`src/rtl/issue_hazard_unit_pkg.sv`:
```
// Shared core definitions for the issue/bypass pair.
// Register-tag layout, FSM states and bypass mux codes.
package issue_hazard_unit_pkg;

    localparam int REG_AW = 5;

    typedef enum logic [2:0] {
        BYP_RF   = 3'd0,
        BYP_LSU0 = 3'd1,
        BYP_LSU1 = 3'd2,
        BYP_WB0  = 3'd3,
        BYP_WB1  = 3'd4
    } byp_sel_e;

    typedef enum logic {
        ST_PAIR   = 1'b0,
        ST_SECOND = 1'b1
    } iss_state_e;

    typedef struct packed {
        logic              valid;
        logic [REG_AW-1:0] addr;
        logic              ld;
    } hz_tag_t;

    localparam hz_tag_t TAG_NONE = '{valid: 1'b0, addr: '0, ld: 1'b0};

    // A valid tag already implies a written, non-zero destination
    function automatic logic src_hit(
        input logic              r,
        input logic [REG_AW-1:0] rs,
        input hz_tag_t           t
    );
        return r & t.valid & (t.addr == rs) & (rs != '0);
    endfunction

    // Writes to x0 never create a tag; bubbles are all-zero
    function automatic hz_tag_t mk_tag(
        input logic              iss,
        input logic              we,
        input logic              ld,
        input logic [REG_AW-1:0] rd
    );
        hz_tag_t t;
        t = TAG_NONE;
        if (iss & we & (rd != '0)) begin
            t.valid = 1'b1;
            t.addr  = rd;
            t.ld    = ld;
        end
        return t;
    endfunction

endpackage

```
`src/rtl/issue_hazard_unit_tag_stage.sv`:
```
// One destination-tag slot of the EX/LSU/WB tag pipeline.
// Clear wins over enable so a flush always empties the slot.
module hazard_tag_stage
    import issue_hazard_unit_pkg::*;
(
    input  logic    i_clk,
    input  logic    i_rst,
    input  logic    i_en,
    input  logic    i_clr,
    input  hz_tag_t i_d,
    output hz_tag_t o_q
);

    hz_tag_t r_q;

    // Tag register: reset/clear to empty, otherwise load when enabled
    always_ff @(posedge i_clk or posedge i_rst) begin
        if (i_rst) begin
            r_q <= TAG_NONE;
        end else if (i_clr) begin
            r_q <= TAG_NONE;
        end else if (i_en) begin
            r_q <= i_d;
        end
    end

    assign o_q = r_q;

endmodule

```
`src/rtl/issue_hazard_unit.sv`:
```
// Dual-issue hazard unit: picks lanes entering EX and
// tracks destination tags through EX -> LSU -> WB.
module issue_hazard_unit
    import issue_hazard_unit_pkg::*;
#(
    parameter int RA_W = REG_AW
) (
    input  logic            clk,
    input  logic            rst,
    input  logic            id_v0,
    input  logic            id_v1,
    input  logic [RA_W-1:0] id_rs1_0,
    input  logic [RA_W-1:0] id_rs2_0,
    input  logic [RA_W-1:0] id_rs1_1,
    input  logic [RA_W-1:0] id_rs2_1,
    input  logic            id_r1_0,
    input  logic            id_r2_0,
    input  logic            id_r1_1,
    input  logic            id_r2_1,
    input  logic [RA_W-1:0] id_rd0,
    input  logic [RA_W-1:0] id_rd1,
    input  logic            id_we0,
    input  logic            id_we1,
    input  logic            id_ld0,
    input  logic            id_ld1,
    input  logic            mem_stall,
    input  logic            flush,
    output logic            stall_id,
    output logic            ex_v0,
    output logic            ex_v1,
    output logic            wm0,
    output logic [RA_W-1:0] am0,
    output logic            wm1,
    output logic [RA_W-1:0] am1,
    output logic            ww0,
    output logic [RA_W-1:0] aw0,
    output logic            ww1,
    output logic [RA_W-1:0] aw1
);

    iss_state_e r_state;
    iss_state_e w_nxt;

    hz_tag_t w_ex0, w_ex1;
    hz_tag_t w_lsu0, w_lsu1;
    hz_tag_t w_wb0, w_wb1;
    hz_tag_t w_ex_d0, w_ex_d1;
    hz_tag_t w_p0;

    logic w_lu0, w_lu1;
    logic w_raw, w_waw;
    logic w_iss0, w_iss1, w_stall;
    logic w_adv;
    logic w_unused;

    // Load-use: any read source hits a load still in EX
    always_comb begin
        w_lu0 = id_v0 & (
            (src_hit(id_r1_0, id_rs1_0, w_ex0) & w_ex0.ld) |
            (src_hit(id_r1_0, id_rs1_0, w_ex1) & w_ex1.ld) |
            (src_hit(id_r2_0, id_rs2_0, w_ex0) & w_ex0.ld) |
            (src_hit(id_r2_0, id_rs2_0, w_ex1) & w_ex1.ld));
        w_lu1 = id_v1 & (
            (src_hit(id_r1_1, id_rs1_1, w_ex0) & w_ex0.ld) |
            (src_hit(id_r1_1, id_rs1_1, w_ex1) & w_ex1.ld) |
            (src_hit(id_r2_1, id_rs2_1, w_ex0) & w_ex0.ld) |
            (src_hit(id_r2_1, id_rs2_1, w_ex1) & w_ex1.ld));
    end

    // Intra-pair RAW/WAW against the lane0 destination
    always_comb begin
        w_p0  = mk_tag(1'b1, id_we0, 1'b0, id_rd0);
        w_raw = src_hit(id_r1_1, id_rs1_1, w_p0) |
                src_hit(id_r2_1, id_rs2_1, w_p0);
        w_waw = id_we0 & id_we1 & (id_rd0 == id_rd1) &
                (id_rd0 != '0);
    end

    // Issue FSM next-state and lane enables
    always_comb begin
        w_nxt   = r_state;
        w_iss0  = 1'b0;
        w_iss1  = 1'b0;
        w_stall = 1'b0;
        if (flush) begin
            w_nxt = ST_PAIR;
        end else if (mem_stall) begin
            w_stall = 1'b1;
        end else begin
            case (r_state)
                ST_PAIR: begin
                    if (w_lu0 | w_lu1) begin
                        w_stall = 1'b1;
                    end else if (id_v0 & id_v1 & (w_raw | w_waw)) begin
                        w_iss0  = 1'b1;
                        w_stall = 1'b1;
                        w_nxt   = ST_SECOND;
                    end else begin
                        w_iss0 = id_v0;
                        w_iss1 = id_v1;
                    end
                end
                ST_SECOND: begin
                    if (w_lu1) begin
                        w_stall = 1'b1;
                    end else begin
                        w_iss1 = 1'b1;
                        w_nxt  = ST_PAIR;
                    end
                end
                default: w_nxt = ST_PAIR;
            endcase
        end
    end

    // FSM state register
    always_ff @(posedge clk or posedge rst) begin
        if (rst) begin
            r_state <= ST_PAIR;
        end else begin
            r_state <= w_nxt;
        end
    end

    assign w_adv   = ~mem_stall;
    assign w_ex_d0 = mk_tag(w_iss0, id_we0, id_ld0, id_rd0);
    assign w_ex_d1 = mk_tag(w_iss1, id_we1, id_ld1, id_rd1);

    hazard_tag_stage u_ex0 (
        .i_clk(clk), .i_rst(rst), .i_en(w_adv), .i_clr(flush),
        .i_d(w_ex_d0), .o_q(w_ex0)
    );
    hazard_tag_stage u_ex1 (
        .i_clk(clk), .i_rst(rst), .i_en(w_adv), .i_clr(flush),
        .i_d(w_ex_d1), .o_q(w_ex1)
    );
    hazard_tag_stage u_lsu0 (
        .i_clk(clk), .i_rst(rst), .i_en(w_adv), .i_clr(1'b0),
        .i_d(w_ex0), .o_q(w_lsu0)
    );
    hazard_tag_stage u_lsu1 (
        .i_clk(clk), .i_rst(rst), .i_en(w_adv), .i_clr(1'b0),
        .i_d(w_ex1), .o_q(w_lsu1)
    );
    hazard_tag_stage u_wb0 (
        .i_clk(clk), .i_rst(rst), .i_en(w_adv), .i_clr(1'b0),
        .i_d(w_lsu0), .o_q(w_wb0)
    );
    hazard_tag_stage u_wb1 (
        .i_clk(clk), .i_rst(rst), .i_en(w_adv), .i_clr(1'b0),
        .i_d(w_lsu1), .o_q(w_wb1)
    );

    assign stall_id = w_stall;
    assign ex_v0    = w_iss0;
    assign ex_v1    = w_iss1;
    assign wm0      = w_lsu0.valid;
    assign am0      = w_lsu0.addr;
    assign wm1      = w_lsu1.valid;
    assign am1      = w_lsu1.addr;
    assign ww0      = w_wb0.valid;
    assign aw0      = w_wb0.addr;
    assign ww1      = w_wb1.valid;
    assign aw1      = w_wb1.addr;

    // Load flag has no consumer once a tag reaches WB
    assign w_unused = w_wb0.ld ^ w_wb1.ld;

endmodule

```
`config.mk`:
```
export PLATFORM = sky130hd
export DESIGN_NAME = issue_hazard_unit
export DESIGN_NICKNAME = d
export VERILOG_FILES = /design/src/rtl/issue_hazard_unit_pkg.sv /design/src/rtl/issue_hazard_unit_tag_stage.sv /design/src/rtl/issue_hazard_unit.sv
export SDC_FILE = /design/constraint.sdc
export NUM_CORES = 1
export LEC_CHECK = 0
export BUFFER_PORTS_ARGS = -buffer_cell sky130_fd_sc_hd__buf_2
export CAP_MARGIN = 20
export CORE_UTILIZATION = 40
export DETAILED_ROUTE_END_ITERATION = 8
export HOLD_SLACK_MARGIN = 0.03
export PLACE_DENSITY = 0.73
export SETUP_SLACK_MARGIN = 0.1
export SLEW_MARGIN = 15
export SYNTH_ARGS = -nofsm -noshare
export SYNTH_HDL_FRONTEND = slang
export SYNTH_HIERARCHICAL = 1
export SYNTH_SLANG_ARGS = --single-unit
```
`constraint.sdc`:
```
create_clock -name clk -period 2.3 [get_ports clk]
set_input_delay 0.345 -clock clk [delete_from_list [all_inputs] [get_ports clk]]
set_output_delay 0.345 -clock clk [all_outputs]
set_load 0.02 [all_outputs]
```
==> results of run 1 <==
==> registers in the layout, summed over array words and instances (netlist names) <==
name,flops
r_state,1
u_lsu1/o_q,6
u_wb1/o_q,6
u_ex0/o_q,7
u_wb0/o_q,6
u_ex1/o_q,7
u_lsu0/o_q,6
==> what timing repair did <==
| action | in CTS | in global routing |
|---|---|---|
| buffers inserted | 8 | 7 |
| endpoints found under the hold margin | 1 | 0 |
| gates resized for setup | 32 | 18 |
| hold buffers | 1 | 0 |
| setup endpoints to repair | 16 | 17 |
| pin swaps | 23 | 7 |
==> placed cells by master (no fill, tap or decap), drive strengths merged, types with 2 or more instances in the layout <==
| master | instances |
|---|---|
| xor2 | 17 |
| a221oi | 3 |
| o21ai | 8 |
| or4 | 5 |
| xnor2 | 32 |
| clkbuf | 6 |
| nor4 | 4 |
| and3 | 4 |
| dfrtp | 39 |
| nand3 | 5 |
| nor2 | 49 |
| conb | 24 |
| o32ai | 3 |
| nor3 | 10 |
| nand2 | 10 |
| nor2b | 2 |
| mux2i | 38 |
| o32a | 2 |
| buf | 133 |
| inv | 16 |
| nand4 | 9 |
==> stage by stage <==
| step | worst slack [ps] | util (%) | total power, mW | instances |
|---|---|---|---|---|
| final | -278 | 61.8 | 1.46 | 514 |
| after CTS | -318 | 59.9 | 1.46 | 507 |
| after global placement | -155 | 55.7 | 1.01 | 494 |
| after floorplan | 18.2 | - | 0.888 | 310 |
| after detailed placement | -178 | 55.7 | 1.02 | 494 |
| after global routing | -386 | 61.8 | 1.53 | 514 |
==> final cells by class <==
type | instances | area, sq um
Tap cell | 77 | 96.3
Multi-Input combinational cell | 242 | 1890
Clock buffer | 6 | 72.6
Inverter | 16 | 60.1
Timing Repair Buffer | 134 | 933
Sequential cell | 39 | 982
Fill cell | 550 | 2490
==> path summary, 6_finish.rpt <==
path / start / endpoint
max: u_ex0/o_q[3]$_DFFE_PP0P_ / stall_id
min: flush / u_ex1/o_q[4]$_DFFE_PP0P_
max reg2reg: u_ex0/o_q[4]$_DFFE_PP0P_ / u_ex1/o_q[3]$_DFFE_PP0P_
min reg2reg: u_wb0/o_q[3]$_DFFE_PP0P_ / u_wb0/o_q[3]$_DFFE_PP0P_
max in group asynchronous: rst / u_ex1/o_q[1]$_DFFE_PP0P_
min in group asynchronous: rst / r_state$_DFFE_PP0P_
==> routing by layer <==
layer	vias up	GRT usage, %
met3	16	3.70
met2	56	40.4
met4	0	6.63
met5	-	0
met1	1292	24.9
li1	1276	-
==> worst max-delay path, stage by stage, from the launching register on <==
cell and delay (ps):
sky130_fd_sc_hd__dfrtp_1 410, sky130_fd_sc_hd__buf_6 150, sky130_fd_sc_hd__xnor2_1 170, sky130_fd_sc_hd__nand4_1 120, sky130_fd_sc_hd__o32ai_2 360, sky130_fd_sc_hd__a221oi_4 130
sky130_fd_sc_hd__and3_4 180, sky130_fd_sc_hd__a221oi_4 250, sky130_fd_sc_hd__buf_6 150
==> power by group through the flow <==
stage               combinational [mW]  clock, mW  sequential, mW
floorplan                        0.180          0           0.707
global placement                 0.304          0           0.706
detailed placement               0.312          0           0.706
CTS                              0.339      0.424           0.694
global route                     0.384      0.458           0.693
finish                           0.354      0.415           0.694
==> results.txt, run 1 <==
----------------------------------------------------
[Global route]
  Largest net degree at the start of global routing ... 22
  Initial antenna violation count ... 0
  Overall Global Routing Usage ... 21.6%
  Wire length of the first global-routing pass ... around 12000 microns
  Grt ovf ... 0
  Number of global-route vias before repair ... about 2600

[Floorplan]
  Effective utilization at floorplan ... between 40% and 50%
  Core Rows ... 29
  Area of the core ... about 6500 sq um
  Floorplan die width ... approximately 85 microns
  Overall die area ... ~7300 sq um
  IO Pins ... a little over 70
  Height of the chip ... 85.2 microns

[Placement]
  DP Wirelength ... about 6000 microns
  Port Buf Inserts ... 70
  DP Area ... roughly 3600 sq um
  Final Wtd Congestion ... around 0.85

[Clock tree]
  TritonCTS buffer count ... 5
  Post-CTS clock slew at the launch and capture registers of the worst setup and hold paths ... ~70 ps
  Worst-skew pair later-pin latency ... a little under 300 ps
  H-tree depth ... 2
  Root buffer selected by CTS ... sky130_fd_sc_hd__clkbuf_8
  TritonCTS Sinks ... 39
  Maximum clock insertion buffer count ... 2
  CTS tree ... done

[Timing]
  Worst Max-Slew Pin Slew ... 503 ps
  Largest clock skew in the final design ... about 2.1 ps
  Hold Fails Final Rpt ... 0
  Worst slew margin relative to its limit ... between 60% and 70%
  Final critical path time including I/O delays and setup ... roughly 2600 ps
  Final-layout setup total negative slack ... -2520 ps
  Crit share post-route ... 112%
  Fin. max-slew vios ... 0
  Post-route setup slack ... -278 ps
  Final Hold Slack ... approximately 460 ps
  Final-report setup violation count ... 14
  RSZ-0062 raised after global routing ... true
  Fmax ... about 390 MHz

[Routing]
  Met1 Routed Length ... 3080 microns
  Amount of wire on met2 after detailed routing ... a little over 4000 microns
  Total wire length after detailed routing ... between 7000 and 8000 microns
  Met3 wire length ... between 300 and 400 microns
  Avg WL per Cell ... 15.0 microns
  # DRC ... 0
  Uppermost layer routed ... met4
  Number of nets still failing antenna checks after routing ... 0
  Number of optimization iterations in the first detailed-route pass ... 4
  Iter 0 DRT Violations ... 93
  Average via count per standard cell ... 5.14
  Via total after detailed routing ... about 2600

[Logic synthesis]
  Mean Syn Cell Area ... just under 10 sq um
  Area of the mapped netlist ... between 2000 and 3000 sq um
  Cells after Synth ... 287
  Synth warn ... 6

[Pwr]
  Switching power of the nets ... ~0.40 mW
  Switch share ... 27.6%
  Clock Power Share ... roughly 28%
  Gate power share ... between 20% and 30%
  PwrDens ... roughly 360 nW/um^2
  Share of power burned in registers ... approximately 47%
  Peak VDD IR ... approximately 320 uV
  Leakage ... 2.02 nW
  Design internal power ... ~1.1 mW

[Worst hold path]
  Worst Hold Class ... primary input to register
  Min-Delay Path Depth ... 2

[Critical path]
  Required @ worst endpoint ... ~2000 ps
  Peak fanout along the critical path ... 5
  Worst Reg2Reg Path Length in Cells ... 12
  Setup crit end kind ... primary output
  Crit path arrival time ... between 2000 and 2500 ps
  Startpoint type of the worst setup path ... register
  Flop2flop setup slack ... -220 ps
  Kind of critical path ... register to primary output

[Finish]
  Net count, final ... slightly below 500
  Number of diodes added for antenna fixing ... 0
  Post-synthesis to final-layout area growth ... 45.9%
  Post-route cell area ... between 4000 and 5000 sq um
  Share of cells above drive strength 1 ... ~42%

[Flow run]
  MaxCap Viol Count ... 0

[Status]
  Violated checks ... negative setup slack
  Result of the run ... finished, violations left

----------------------------------------------------
(Power assumes the default switching activity.)
==> run 2: changes to the inputs <==
Clock period 2.3 ns to 2.4 ns, I/O delays scaled along.
==> results.txt, run 2 (same netlist as run 1, synthesis figures left out) <==
----------------------------------------------------
[Status]
  Result of the run ... finished, violations left (unchanged)
  Violated checks ... negative setup slack (unchanged)

[Routing]
  Number of nets still failing antenna checks after routing ... 0 (unchanged)
  Avg WL per Cell ... 15.2 microns (was 15.0 microns)
  Average via count per standard cell ... 5.14 (about the same)
  Total wire length after detailed routing ... 7670 microns (was 7690 microns)
  # DRC ... 0 (unchanged)
  Via total after detailed routing ... 2583 (was 2640)
  Number of optimization iterations in the first detailed-route pass ... 4 (unchanged)
  Iter 0 DRT Violations ... 114 (was 93)

[Timing]
  RSZ-0062 raised after global routing ... true (unchanged)
  Final critical path time including I/O delays and setup ... around 2700 ps
  Worst Max-Slew Pin Slew ... 513 ps (was 503 ps)
  Crit share post-route ... 112%
  Worst slew margin relative to its limit ... 65.5% (was 66.4%)
  Fmax ... 371 MHz
  Post-route setup slack ... -294 ps (was -278 ps)
  Fin. max-slew vios ... 0 (unchanged)
  Final Hold Slack ... 453 ps (was 458 ps)
  Final-report setup violation count ... 6 (was 14)
  Hold Fails Final Rpt ... 0 (unchanged)
  Largest clock skew in the final design ... 5.87 ps (was 2.10 ps)

[Floorplan]
  IO Pins ... 71 (unchanged)
  Effective utilization at floorplan ... 42.4% (unchanged)
  Floorplan die width ... 85.2 microns (unchanged)
  Height of the chip ... 85.2 microns (unchanged)
  Area of the core ... 6530 sq um (unchanged)
  Overall die area ... 7260 sq um (unchanged)
  Core Rows ... 29 (unchanged)

[Finish]
  Filler instances ... 567 (was 550)
  Commonest non-fill, non-tap cell in the layout ... sky130_fd_sc_hd__buf_2 (unchanged)
  Net count, final ... 469 (was 482)
  Seq. cell area ... 983 sq um (was 982 sq um)
  Area taken by multi-input logic gates ... 1850 sq um (was 1890 sq um)
  Number of diodes added for antenna fixing ... 0 (unchanged)
  Top library cells by usage in the layout, fill and taps aside ... sky130_fd_sc_hd__buf_2 (67), sky130_fd_sc_hd__nor2_1 (46), sky130_fd_sc_hd__buf_4 (38), sky130_fd_sc_hd__mux2i_1 (38), sky130_fd_sc_hd__dfrtp_1 (33) (was sky130_fd_sc_hd__buf_2 (67), sky130_fd_sc_hd__buf_4 (46), sky130_fd_sc_hd__nor2_1 (44), sky130_fd_sc_hd__mux2i_1 (38), sky130_fd_sc_hd__dfrtp_1 (34))
  Final standard cell count with taps included and fillers excluded ... 503 (was 514)
  Share of cells above drive strength 1 ... 39.4% (was 42.1%)
  Post-synthesis to final-layout area growth ... 41.2% (was 45.9%)

[Global route]
  Wire length of the first global-routing pass ... 12100 microns (was 12200 microns)
  Overall Global Routing Usage ... 21.4% (was 21.6%)
  Grt ovf ... 0 (unchanged)
  Largest net degree at the start of global routing ... 23 (was 22)
  Number of global-route vias before repair ... 2564 (was 2643)
  Initial antenna violation count ... 0 (unchanged)

[Critical path]
  Kind of critical path ... register to primary output (unchanged)
  Flop2flop setup slack ... -70 ps (was -220 ps)
  Startpoint type of the worst setup path ... register (unchanged)
  Required @ worst endpoint ... 2040 ps (was 1960 ps)
  Reg-to-Reg End ... u_ex1/o_q[6]$_DFFE_PP0P_ (was u_ex1/o_q[3]$_DFFE_PP0P_)
  Worst Reg2Reg Path Length in Cells ... 11 (was 12)
  Setup crit end kind ... primary output (unchanged)
  Crit path arrival time ... 2330 ps (was 2230 ps)
  Peak fanout along the critical path ... 5 (unchanged)
  RR Startpoint ... u_ex1/o_q[3]$_DFFE_PP0P_ (was u_ex0/o_q[4]$_DFFE_PP0P_)

[Pwr]
  Leakage ... 1.97 nW (was 2.02 nW)
  Gate power share ... 22.4% (was 24.2%)
  Clock Power Share ... 32.3% (was 28.4%)
  Peak VDD IR ... 343 uV (was 323 uV)
  Share of power burned in registers ... 45.3% (was 47.4%)
  Switching power of the nets ... 0.392 mW (was 0.404 mW)
  PwrDens ... 376 nW/um^2 (was 362 nW/um^2)
  Design internal power ... 1.08 mW (was 1.06 mW)
  Switch share ... 26.7% (was 27.6%)

[Clock tree]
  Maximum clock insertion buffer count ... 2 (unchanged)
  TritonCTS Sinks ... 39 (unchanged)
  Post-CTS clock slew at the launch and capture registers of the worst setup and hold paths ... 70 ps (about the same)
  CTS tree ... done (unchanged)
  Root buffer selected by CTS ... sky130_fd_sc_hd__clkbuf_8 (unchanged)
  TritonCTS buffer count ... 5 (unchanged)
  Worst-skew pair later-pin latency ... 290 ps (about the same)
  H-tree depth ... 2 (unchanged)

[Worst hold path]
  Worst Hold Class ... primary input to register (unchanged)
  Destination of the worst hold path ... u_ex1/o_q[0]$_DFFE_PP0P_ (was u_ex1/o_q[4]$_DFFE_PP0P_)
  Min-Delay Path Depth ... 2 (unchanged)
  Startpoint of the worst hold path ... flush (unchanged)

[Placement]
  Final Wtd Congestion ... 0.872 (was 0.848)
  Setup WS pre-CTS ... -89.5 ps (was -178 ps)
  Count of placed standard cells including taps ... 488 (was 494)
  DP Wirelength ... 6000 microns (was 5990 microns)
  Port Buf Inserts ... 70 (unchanged)

[Flow run]
  MaxCap Viol Count ... 0 (unchanged)

----------------------------------------------------
-- run 2: cell types whose count changed in the layout (fill, tap and decap cells not counted), sizes merged --
cell	change
buf	-13
clkbuf	+2
-- run 2: critical path, cell delays in order (launching register included) --
cell and delay [ps]:
sky130_fd_sc_hd__dfrtp_1 490, sky130_fd_sc_hd__xor2_1 230, sky130_fd_sc_hd__nor4_2 340, sky130_fd_sc_hd__a22oi_2 140, sky130_fd_sc_hd__o32a_1 260, sky130_fd_sc_hd__buf_6 150, sky130_fd_sc_hd__a221oi_4 270, sky130_fd_sc_hd__buf_6 160
-- run 2: power groups by stage --
stage	registers, mW	logic, mW	clock network [mW]
after floorplan	0.678	0.173	0
final	0.665	0.329	0.475
after global placement	0.677	0.294	0
after global routing	0.665	0.357	0.514
after detailed placement	0.677	0.299	0
after CTS	0.665	0.308	0.487
-- run 2: how the worst max path moves through the flow --
stage | start | to | slack [ps]
after global routing | u_ex1/o_q[3]$_DFFE_PP0P_ | stall_id | -360
after floorplan | id_rd0[0] | ex_v1 | 90
after CTS | u_ex0/o_q[5]$_DFFE_PP0P_ | stall_id | -250
final | u_ex1/o_q[3]$_DFFE_PP0P_ | stall_id | -290
after detailed placement | id_rs1_1[1] | u_ex1/o_q[1]$_DFFE_PP0P_ | -90
after global placement | id_rs1_1[1] | stall_id | -50
-- run 2: area by class of cell --
class | count | share of cell area (%)
well taps | 77 | 2.47
inverters | 16 | 1.54
repair buffers | 121 | 20.9
multi-input cells | 242 | 47.4
flip-flops and latches | 39 | 25.2
clock buffers | 8 | 2.56
-- run 2: repair_timing --
action                                  4_1_cts  5_1_grt
endpoints found under the hold margin         1        0
gates cloned                                  0        0
hold buffers                                  1        0
gates resized for setup                      11       25
buffers inserted                              2        4
endpoints found under the setup margin        5       12
pin swaps                                     7       11
-- run 2: routing by layer --
| layer | wire, microns | GRT usage (%) | vias to the layer above |
|---|---|---|---|
| met5 | 0 | 0 | - |
| met1 | 3150 | 25.0 | 1272 |
| met3 | 259 | 3.70 | 12 |
| li1 | - | - | 1251 |
| met4 | 108 | 5.86 | 0 |
| met2 | 4150 | 40.0 | 48 |
-- run 2: stage by stage --
step	power [mW]	area [sq um]	util, %	TNS (ps)
global placement	0.971	3600	55.2	-299
CTS	1.46	3760	57.6	-520
finish	1.47	3910	59.8	-788
global route	1.54	3910	59.8	-1570
detailed placement	0.976	3600	55.2	-743
floorplan	0.851	2920	-	0
